--- config.mk ---
export PLATFORM = sky130hd
export DESIGN_NAME = pipe_stage_reg
export DESIGN_NICKNAME = d
export VERILOG_FILES = /design/src/rtl/pipe_stage_reg.sv
export SDC_FILE = /design/constraint.sdc
export NUM_CORES = 1
export LEC_CHECK = 0
export CAP_MARGIN = 40
export CORE_MARGIN = 1.5
export CORE_UTILIZATION = 55
export CTS_BUF_LIST = sky130_fd_sc_hd__clkbuf_4
export DETAILED_ROUTE_END_ITERATION = 10
export PLACE_DENSITY_LB_ADDON = 0.1
export SLEW_MARGIN = 0
export SYNTH_ARGS = -nofsm -noshare
export SYNTH_HDL_FRONTEND = slang
export SYNTH_SLANG_ARGS = --single-unit
--- constraint.sdc ---
create_clock -name clock -period 13.65 [get_ports clock]
set_clock_uncertainty 0.1 [all_clocks]
set_input_delay 2.73 -clock clock [delete_from_list [all_inputs] [get_ports clock]]
set_output_delay 2.73 -clock clock [all_outputs]
set_load 0.005 [all_outputs]
--- src/rtl/pipe_stage_reg.sv ---
// pipe_stage_reg: inter-stage pipeline register with a valid/ready handshake.
// It carries one instruction word and N_CH data channels through a 2-entry
// skid buffer. A flush input inserts a bubble. A saturating counter records
// the cycles in which the downstream stage stalls. The capture edge is
// chosen with NEG_EDGE.
//
// Ports:
//   clock        stage clock. The active edge is falling when NEG_EDGE=1,
//                and rising when NEG_EDGE=0.
//   reset        asynchronous, active-high reset.
//   flush        drops every held entry on the next active edge.
//   i_valid      the upstream stage offers an entry.
//   o_ready      the stage can accept an entry. This is true when the skid
//                slot is empty, and it comes from a register.
//   i_insn       upstream instruction word.
//   i_data       upstream channels. Channel k is i_data[k*DATA_W +: DATA_W].
//   o_valid      the main slot holds a valid entry.
//   i_ready      the downstream stage accepts the output entry.
//   o_insn       output instruction. It is NOP_INSN while the stage is empty.
//   o_data       output channels, packed like i_data. Zero while empty.
//   o_occupancy  number of held entries, 0 to 2.
//   o_stall_cnt  saturating count of active edges with o_valid=1 and i_ready=0.
module pipe_stage_reg #(
  parameter int unsigned       INSN_W   = 32'd32,
  parameter int unsigned       DATA_W   = 32'd32,
  parameter int unsigned       N_CH     = 32'd2,
  parameter logic [INSN_W-1:0] NOP_INSN = 32'h0000_0013,
  parameter bit                NEG_EDGE = 1'b1,
  parameter int unsigned       STALL_W  = 32'd16
) (
  input  logic                     clock,
  input  logic                     reset,
  input  logic                     flush,
  input  logic                     i_valid,
  output logic                     o_ready,
  input  logic [INSN_W-1:0]        i_insn,
  input  logic [N_CH*DATA_W-1:0]   i_data,
  output logic                     o_valid,
  input  logic                     i_ready,
  output logic [INSN_W-1:0]        o_insn,
  output logic [N_CH*DATA_W-1:0]   o_data,
  output logic [1:0]               o_occupancy,
  output logic [STALL_W-1:0]       o_stall_cnt
);

  localparam int unsigned DW = N_CH * DATA_W;
  localparam logic [STALL_W-1:0] STALL_MAX = {STALL_W{1'b1}};
  localparam logic [STALL_W-1:0] STALL_ONE = {{(STALL_W-1){1'b0}}, 1'b1};
  localparam logic [DW-1:0]      DATA_ZERO = {DW{1'b0}};

  // All state updates on the rising edge of cap_clk_s. Inverting the clock
  // moves every capture onto the falling edge of clock.
  logic cap_clk_s;
  assign cap_clk_s = NEG_EDGE ? ~clock : clock;

  logic               main_vld_r, skid_vld_r;
  logic [INSN_W-1:0]  main_insn_r, skid_insn_r;
  logic [DW-1:0]      main_data_r, skid_data_r;
  logic [1:0]         occ_r;
  logic [STALL_W-1:0] stall_r;

  logic               main_vld_s, skid_vld_s;
  logic [INSN_W-1:0]  main_insn_s, skid_insn_s;
  logic [DW-1:0]      main_data_s, skid_data_s;
  logic [1:0]         occ_s;
  logic [STALL_W-1:0] stall_s;
  logic               in_s, out_s;

  // Next state of the two slots, the occupancy and the stall counter.
  always_comb begin
    in_s        = i_valid & ~skid_vld_r;
    out_s       = main_vld_r & i_ready;
    main_vld_s  = main_vld_r;
    main_insn_s = main_insn_r;
    main_data_s = main_data_r;
    skid_vld_s  = skid_vld_r;
    skid_insn_s = skid_insn_r;
    skid_data_s = skid_data_r;

    if (flush) begin
      // Drop everything, including any entry offered in the same cycle.
      main_vld_s  = 1'b0;
      main_insn_s = NOP_INSN;
      main_data_s = DATA_ZERO;
      skid_vld_s  = 1'b0;
      skid_insn_s = NOP_INSN;
      skid_data_s = DATA_ZERO;
    end else if (!main_vld_r) begin
      // The skid slot is never full while the main slot is empty.
      if (in_s) begin
        main_vld_s  = 1'b1;
        main_insn_s = i_insn;
        main_data_s = i_data;
      end else begin
        main_vld_s  = 1'b0;
        main_insn_s = NOP_INSN;
        main_data_s = DATA_ZERO;
      end
    end else if (out_s) begin
      if (skid_vld_r) begin
        // Here in_s is 0 because o_ready is low while the skid slot is full.
        main_vld_s  = 1'b1;
        main_insn_s = skid_insn_r;
        main_data_s = skid_data_r;
        skid_vld_s  = 1'b0;
        skid_insn_s = NOP_INSN;
        skid_data_s = DATA_ZERO;
      end else if (in_s) begin
        main_vld_s  = 1'b1;
        main_insn_s = i_insn;
        main_data_s = i_data;
      end else begin
        // Load a bubble so that downstream never sees stale data.
        main_vld_s  = 1'b0;
        main_insn_s = NOP_INSN;
        main_data_s = DATA_ZERO;
      end
    end else begin
      if (in_s) begin
        skid_vld_s  = 1'b1;
        skid_insn_s = i_insn;
        skid_data_s = i_data;
      end else begin
        skid_vld_s  = skid_vld_r;
        skid_insn_s = skid_insn_r;
        skid_data_s = skid_data_r;
      end
    end

    // A flush does not clear the counter. The edge that flushes still counts.
    if (main_vld_r && !i_ready) begin
      if (stall_r != STALL_MAX) begin
        stall_s = stall_r + STALL_ONE;
      end else begin
        stall_s = stall_r;
      end
    end else begin
      stall_s = stall_r;
    end

    occ_s = {1'b0, main_vld_s} + {1'b0, skid_vld_s};
  end

  // Slot, occupancy and counter registers, all cleared by the asynchronous reset.
  always_ff @(posedge cap_clk_s or posedge reset) begin
    if (reset) begin
      main_vld_r  <= 1'b0;
      main_insn_r <= NOP_INSN;
      main_data_r <= DATA_ZERO;
      skid_vld_r  <= 1'b0;
      skid_insn_r <= NOP_INSN;
      skid_data_r <= DATA_ZERO;
      occ_r       <= 2'd0;
      stall_r     <= {STALL_W{1'b0}};
    end else begin
      main_vld_r  <= main_vld_s;
      main_insn_r <= main_insn_s;
      main_data_r <= main_data_s;
      skid_vld_r  <= skid_vld_s;
      skid_insn_r <= skid_insn_s;
      skid_data_r <= skid_data_s;
      occ_r       <= occ_s;
      stall_r     <= stall_s;
    end
  end

  assign o_valid     = main_vld_r;
  assign o_ready     = ~skid_vld_r;
  assign o_insn      = main_insn_r;
  assign o_data      = main_data_r;
  assign o_occupancy = occ_r;
  assign o_stall_cnt = stall_r;

endmodule

==> impl_results.md <==
- Syn avg cell area: between 10 and 15 um^2
- Post-CTS sizing: 0
- CTS clock-pin slew for the worst setup and hold paths: ~0.050 ns
- Core area: 16700 um^2
- Placed Instances: ~1300
- GR Util All Layers: between 20% and 30%
- Post-synth EDFFs: 0
- Post-synth top area share: approximately 55%
- Initial Util: 56.62%
- Worst Path Buf+Inv: 1
- Cell Chain, Critical Path: clkdlybuf4s50_1
- Drc violations: 0
- Count leader, synth: dfrtn_1
- Worst VDD drop: between 0.00009 and 0.0001 V
- Via Count: 7527
- Final total negative setup slack: 0 ns
- Syn. warnings: 0
- Clk sinks: ~210
- Hold slack: 0.3225 ns
- Crit-path max FO: 10
- Gr ovfl total: 0
- Row cnt: 47
- Min-Delay Endpoint: o_data[27]
- Antenna Violating Nets Remaining: 0
- Critical Path Start Type: register
- Fin cells: roughly 1400
- Seq/Total Area, Yosys: 56.19%
- Status: completed
- Crit path setup slack, layout: approximately 2.1 ns
- Die Wd: roughly 130 um
- Vias in the first global route: a little under 8000
- Clock root buffer: clkbuf_4
- Post-synth net total: a little over 1000
- First-pass GRT wire length: between 30000 and 40000 um
- WS Path Type: register to output port
- Largest net degree at the start of global routing: 117
- CTS H-Tree Depth: 2
- Met3 wire length: 1603 um
- Slowest CP cell: dfrtn_1
- Flop-to-flop setup slack: between 10 and 15 ns
- Met2 WL: around 11000 um
- I/O pin total: between 200 and 250
- Slew @ Worst Pin: about 0.84 ns
- Critical path endpoint category: output port
- Pleak: roughly 5.6 nW
- Hold Path Cell Cnt: 2
- Final instance area: between 10000 and 15000 um^2
- CP Data Required Time: ~11 ns
- Max clock buf depth: 3
- M1 wire length: between 9000 and 10000 um
- Post-synth top cells: dfrtn_1 (206), nand2_1 (195), inv_1 (97), a22oi_1 (93), mux2i_1 (93)
- Ys async rst share: 100.0%
- Post-layout util: 74.39%
- Synthesis-to-finish area growth: 31.40%
- WL final: 23120 um
- Worst min path class: register to register
- Syn Inst Count: approximately 930
- DRT iter0 DRCs: approximately 500
- Placed instance area: between 10000 and 15000 um^2
- TritonCTS clock tree: built
- Final Max Tran Viols: 0
- Top cells by area, synth: dfrtn_1 (55%), mux2i_1 (9.8%), nand2_1 (7.7%)
- Final Power: about 1.5 mW
- Detailed Place HPWL: around 14000 um
- Fin nets: ~1300
- Reg2reg path depth: 5
- DR WL/cell: between 15 and 20 um
- Buffers on Ports: 216
- Yosys reg bits: 212
- Via density: around 5.3
- Synth area leader: dfrtn_1
- Largest delay share family, worst path: flip-flops
- Top_reg_cell synth: dfrtn_1
- Max-Slew Margin vs Limit: between 40% and 50%
- Die ar.: about 18000 um^2
- RSZ-0062 raised after global routing: no
- CTS buffer count: 55
- PwrDens: about 120 nW/um^2
- Place WS: about 1.7 ns
- HP Start: o_data[27]
- CTS Hold Bufs: 0
- DR pass1 iterations: 7
- Initial antenna violation count: 1
- Routability cong.: roughly 0.8
- R2R Path Start: skid_vld_r
- Worst path max stage delay: 0.68 ns
- Skew-Pair Late Insertion Delay: roughly 0.6 ns
- Mapped Area: around 9500 um^2
- CP arrival: between 8 and 9 ns
- Netlist cell types: 34
- Worst reg2reg endpoint: skid_insn_r[4]
- Max layer used: met4
- Share of layout cells above drive strength 1: 10.33%
- Postcts setup bufs: 0
- Setup violations, final: 0
- Hold Fails Final Rpt: 0
- Die height: about 130 um
- Maxcap violations: 0
worst max path at each step:
stage                        from             end  cells after the start
after CTS                 o_valid         o_valid                      1
after global routing      o_valid         o_valid                      1
after global placement    i_ready  skid_insn_r[4]                      5
final                     o_valid         o_valid                      1
after detailed placement  i_ready  skid_insn_r[4]                      5
after floorplan             reset       o_data[0]                      1
metal layers:
layer | vias up | GRT usage (%)
met5 | - | 0
met4 | 0 | 8.961
met3 | 41 | 6.198
met2 | 247 | 44.04
met1 | 3658 | 34.49
li1 | 3581 | -
area by class of cell:
class | count | area [um^2]
Timing Repair Buffer | 229 | 2330
Tap cell | 220 | 275.3
Clock buffer | 86 | 645.6
Antenna cell | 1 | 2.502
Multi-Input combinational cell | 553 | 3436
Inverter | 96 | 364.1
Clock inverter | 15 | 58.81
Fill cell | 1256 | 4277
Sequential cell | 212 | 5313
worst min-delay path, cell delays in order, from the launching register on:
cell,delay [ns]
dfrtn_1,0.40
nand2_1,0.04
o21ai_0,0.06
report_power, final:
group / internal, mW / switching (mW)
clock: 0.286 / 0.258
sequential: 0.687 / 0.0338
combinational: 0.112 / 0.101
kinds of logic after synthesis:
family,synth area share [%]
adder cells (fa/ha/maj),0.2646
AO/OA/AOI/OAI,13.38
XOR/XNOR,1.019
flip-flops,56.19
buffers and inverters,7.887
AND/OR/NAND/NOR,10.71
multiplexers,10.56
layout by cell type (no fill, tap or decap), drive strengths merged:
master / n
dfrtn: 206
nor2b: 3
a41oi: 1
nor3b: 2
nand2b: 8
nor2: 10
ha: 2
nand4b: 1
xor2: 3
clkbuf: 86
and2: 1
diode: 1
nand2: 195
and4: 3
a22oi: 93
mux2i: 93
o21ai: 95
dfstp: 6
nand4: 7
inv: 102
clkdlybuf4s50: 216
xnor2: 8
nor4: 1
nor3: 1
buf: 13
and3: 4
a31oi: 2
o22ai: 3
clkinv: 8
nand3: 3
mux2: 6
clkinvlp: 1
a21oi: 8
state kept, by name, indices dropped and copies added, names as in the netlist:
name	flops
o_occupancy	2
o_data	64
skid_insn_r	32
skid_data_r	64
o_insn	32
o_valid	1
skid_vld_r	1
o_stall_cnt	16
No activity file was read; power rests on OpenSTA's default activity.
==> patch, RTL diff (same flow settings) <==
Make the reset (`reset`) synchronous in one clocked block. Comments in the files are not updated.
--- a/src/rtl/pipe_stage_reg.sv
+++ b/src/rtl/pipe_stage_reg.sv
@@ -143,5 +143,5 @@
 
   // Slot, occupancy and counter registers, all cleared by the asynchronous reset.
-  always_ff @(posedge cap_clk_s or posedge reset) begin
+  always_ff @(posedge cap_clk_s) begin
     if (reset) begin
       main_vld_r  <= 1'b0;
Check against the original RTL: not settled (the Yosys comparison gave no result); the edit may change what the design does.
==> patch against the unedited design <==
Power increased by 1.2%. Highest routed layer unchanged. First-iteration DRC count up 79%. Wire length rose by 9.2%. Synthesized area down 11%. Non-clock buffer count unchanged. Final area shrank 3.1%. Sequential cell count is the same. Clock power grew 34%. Count of clock-buffer cells in the layout down 25. Synthesized cell count is 6.9% higher. Die area down 11%. Sequential power is 11% lower. Worst setup slack got worse by 110 ps.
==> patch: results <==
[worst_setup_path]
r2r_path_end = "o_stall_cnt[4]"
cp_slowest_stage_delay_ps = 700
cp_max_fo = 11
worst_ep_arrival_time_ps = 8800
regToRegStartpoint = "o_valid"

[synth]
async_reset_ff_frac = 0
yosysUniqueCellTypes = 39
synth-seq-area-share = 0.507
synth-main-ff-cell = "dfxtp_1"
mapped_nets = 1092
ys_top_cells_by_count = "dfxtp_1, a21oi_1, nand2_1"

[power_and_ir_drop]
static-leakage-power_nw = 5.21
sw_frac_of_total = 0.329
clockNetworkPower_uw = 730

[clock_tree]
clk_latency_ps = 650
cts.clk_slew.worst_paths_ps = 30

[global_route]
largest_net_degree_at_the_start_of_global_routing = 91
grt.total_usage = 0.300

[finish]
ratio_of_cells_with_drive_above_1_in_the_final_layout = 0.0702

[place]
preCtsSetupSlack_ps = 1650
gp_congestion = 0.782
placed_cell_area_um2 = 10600

[route]
drt_first_pass_iters = 5
number_of_drc_violations_after_detailed_routing_iteration_0 = 884

[timing]
timing.slew.headroom = 0.436

[hold_path]
min_delay_worst_endpoint = "skid_data_r[59]"

[outcome]
run_status = "complete, no violations"
## patch: cell count changes after synthesis, sizes merged, moves of 93 or more
cell    unedited run  this run
dfxtp              0       212
dfrtn            206         0
a21oi              8       108
nand3              3       100
nor3               1        98
a221oi             0        93
a22oi             93         0
nor2              10       103
## patch: how the worst max path moves through the flow
stage                 start             end  slack, ps  depth (start not counted)
floorplan           i_ready  o_occupancy[0]       2760                          7
global placement    i_ready  skid_insn_r[3]       1690                          5
detailed placement  i_ready       o_data[1]       1650                          5
CTS                 o_valid         o_valid       2020                          1
global route        o_valid         o_valid       1960                          1
finish              o_valid         o_valid       2020                          1
## patch: kinds of logic after synthesis
kind of cell,after synthesis,share of synthesized area
multiplexers,5,0.00657
AO/OA/AOI/OAI,222,0.180
flip-flops,212,0.507
buffers and inverters,103,0.0539
AND/OR/NAND/NOR,445,0.250
adder cells (fa/ha/maj),2,0.00299
## patch: cell type report
cell class	count	area, um2
Tap cell	184	230
Clock inverter	257	975
Antenna cell	1	2.50
Multi-Input combinational cell	674	3730
Sequential cell	212	4240
Clock buffer	61	458
Fill cell	997	2670
Timing Repair Buffer	229	2380
Inverter	5	18.8
## patch: per-layer routing
layer  track usage  vias up
met1         0.368     4312
met5       0.00929        -
li1              -     4439
met2         0.443      460
met4         0.183        0
met3         0.119       48
## patch: worst register-to-register path, stage by stage, from the launching register on
cell and delay [ps]:
dfxtp_1 700, nor2b_4 270, buf_4 540, nand2_1 260, or4_1 440, a21oi_1 140
## patch: stage by stage
stage / std cells / utilization / hold slack (ps)
detailed placement: 1305 / 0.721 / 343
CTS: 1622 / 0.819 / 347
finish: 1623 / 0.819 / 347
global route: 1623 / 0.819 / 359
floorplan: 989 / - / 332
global placement: 1300 / 0.712 / 337
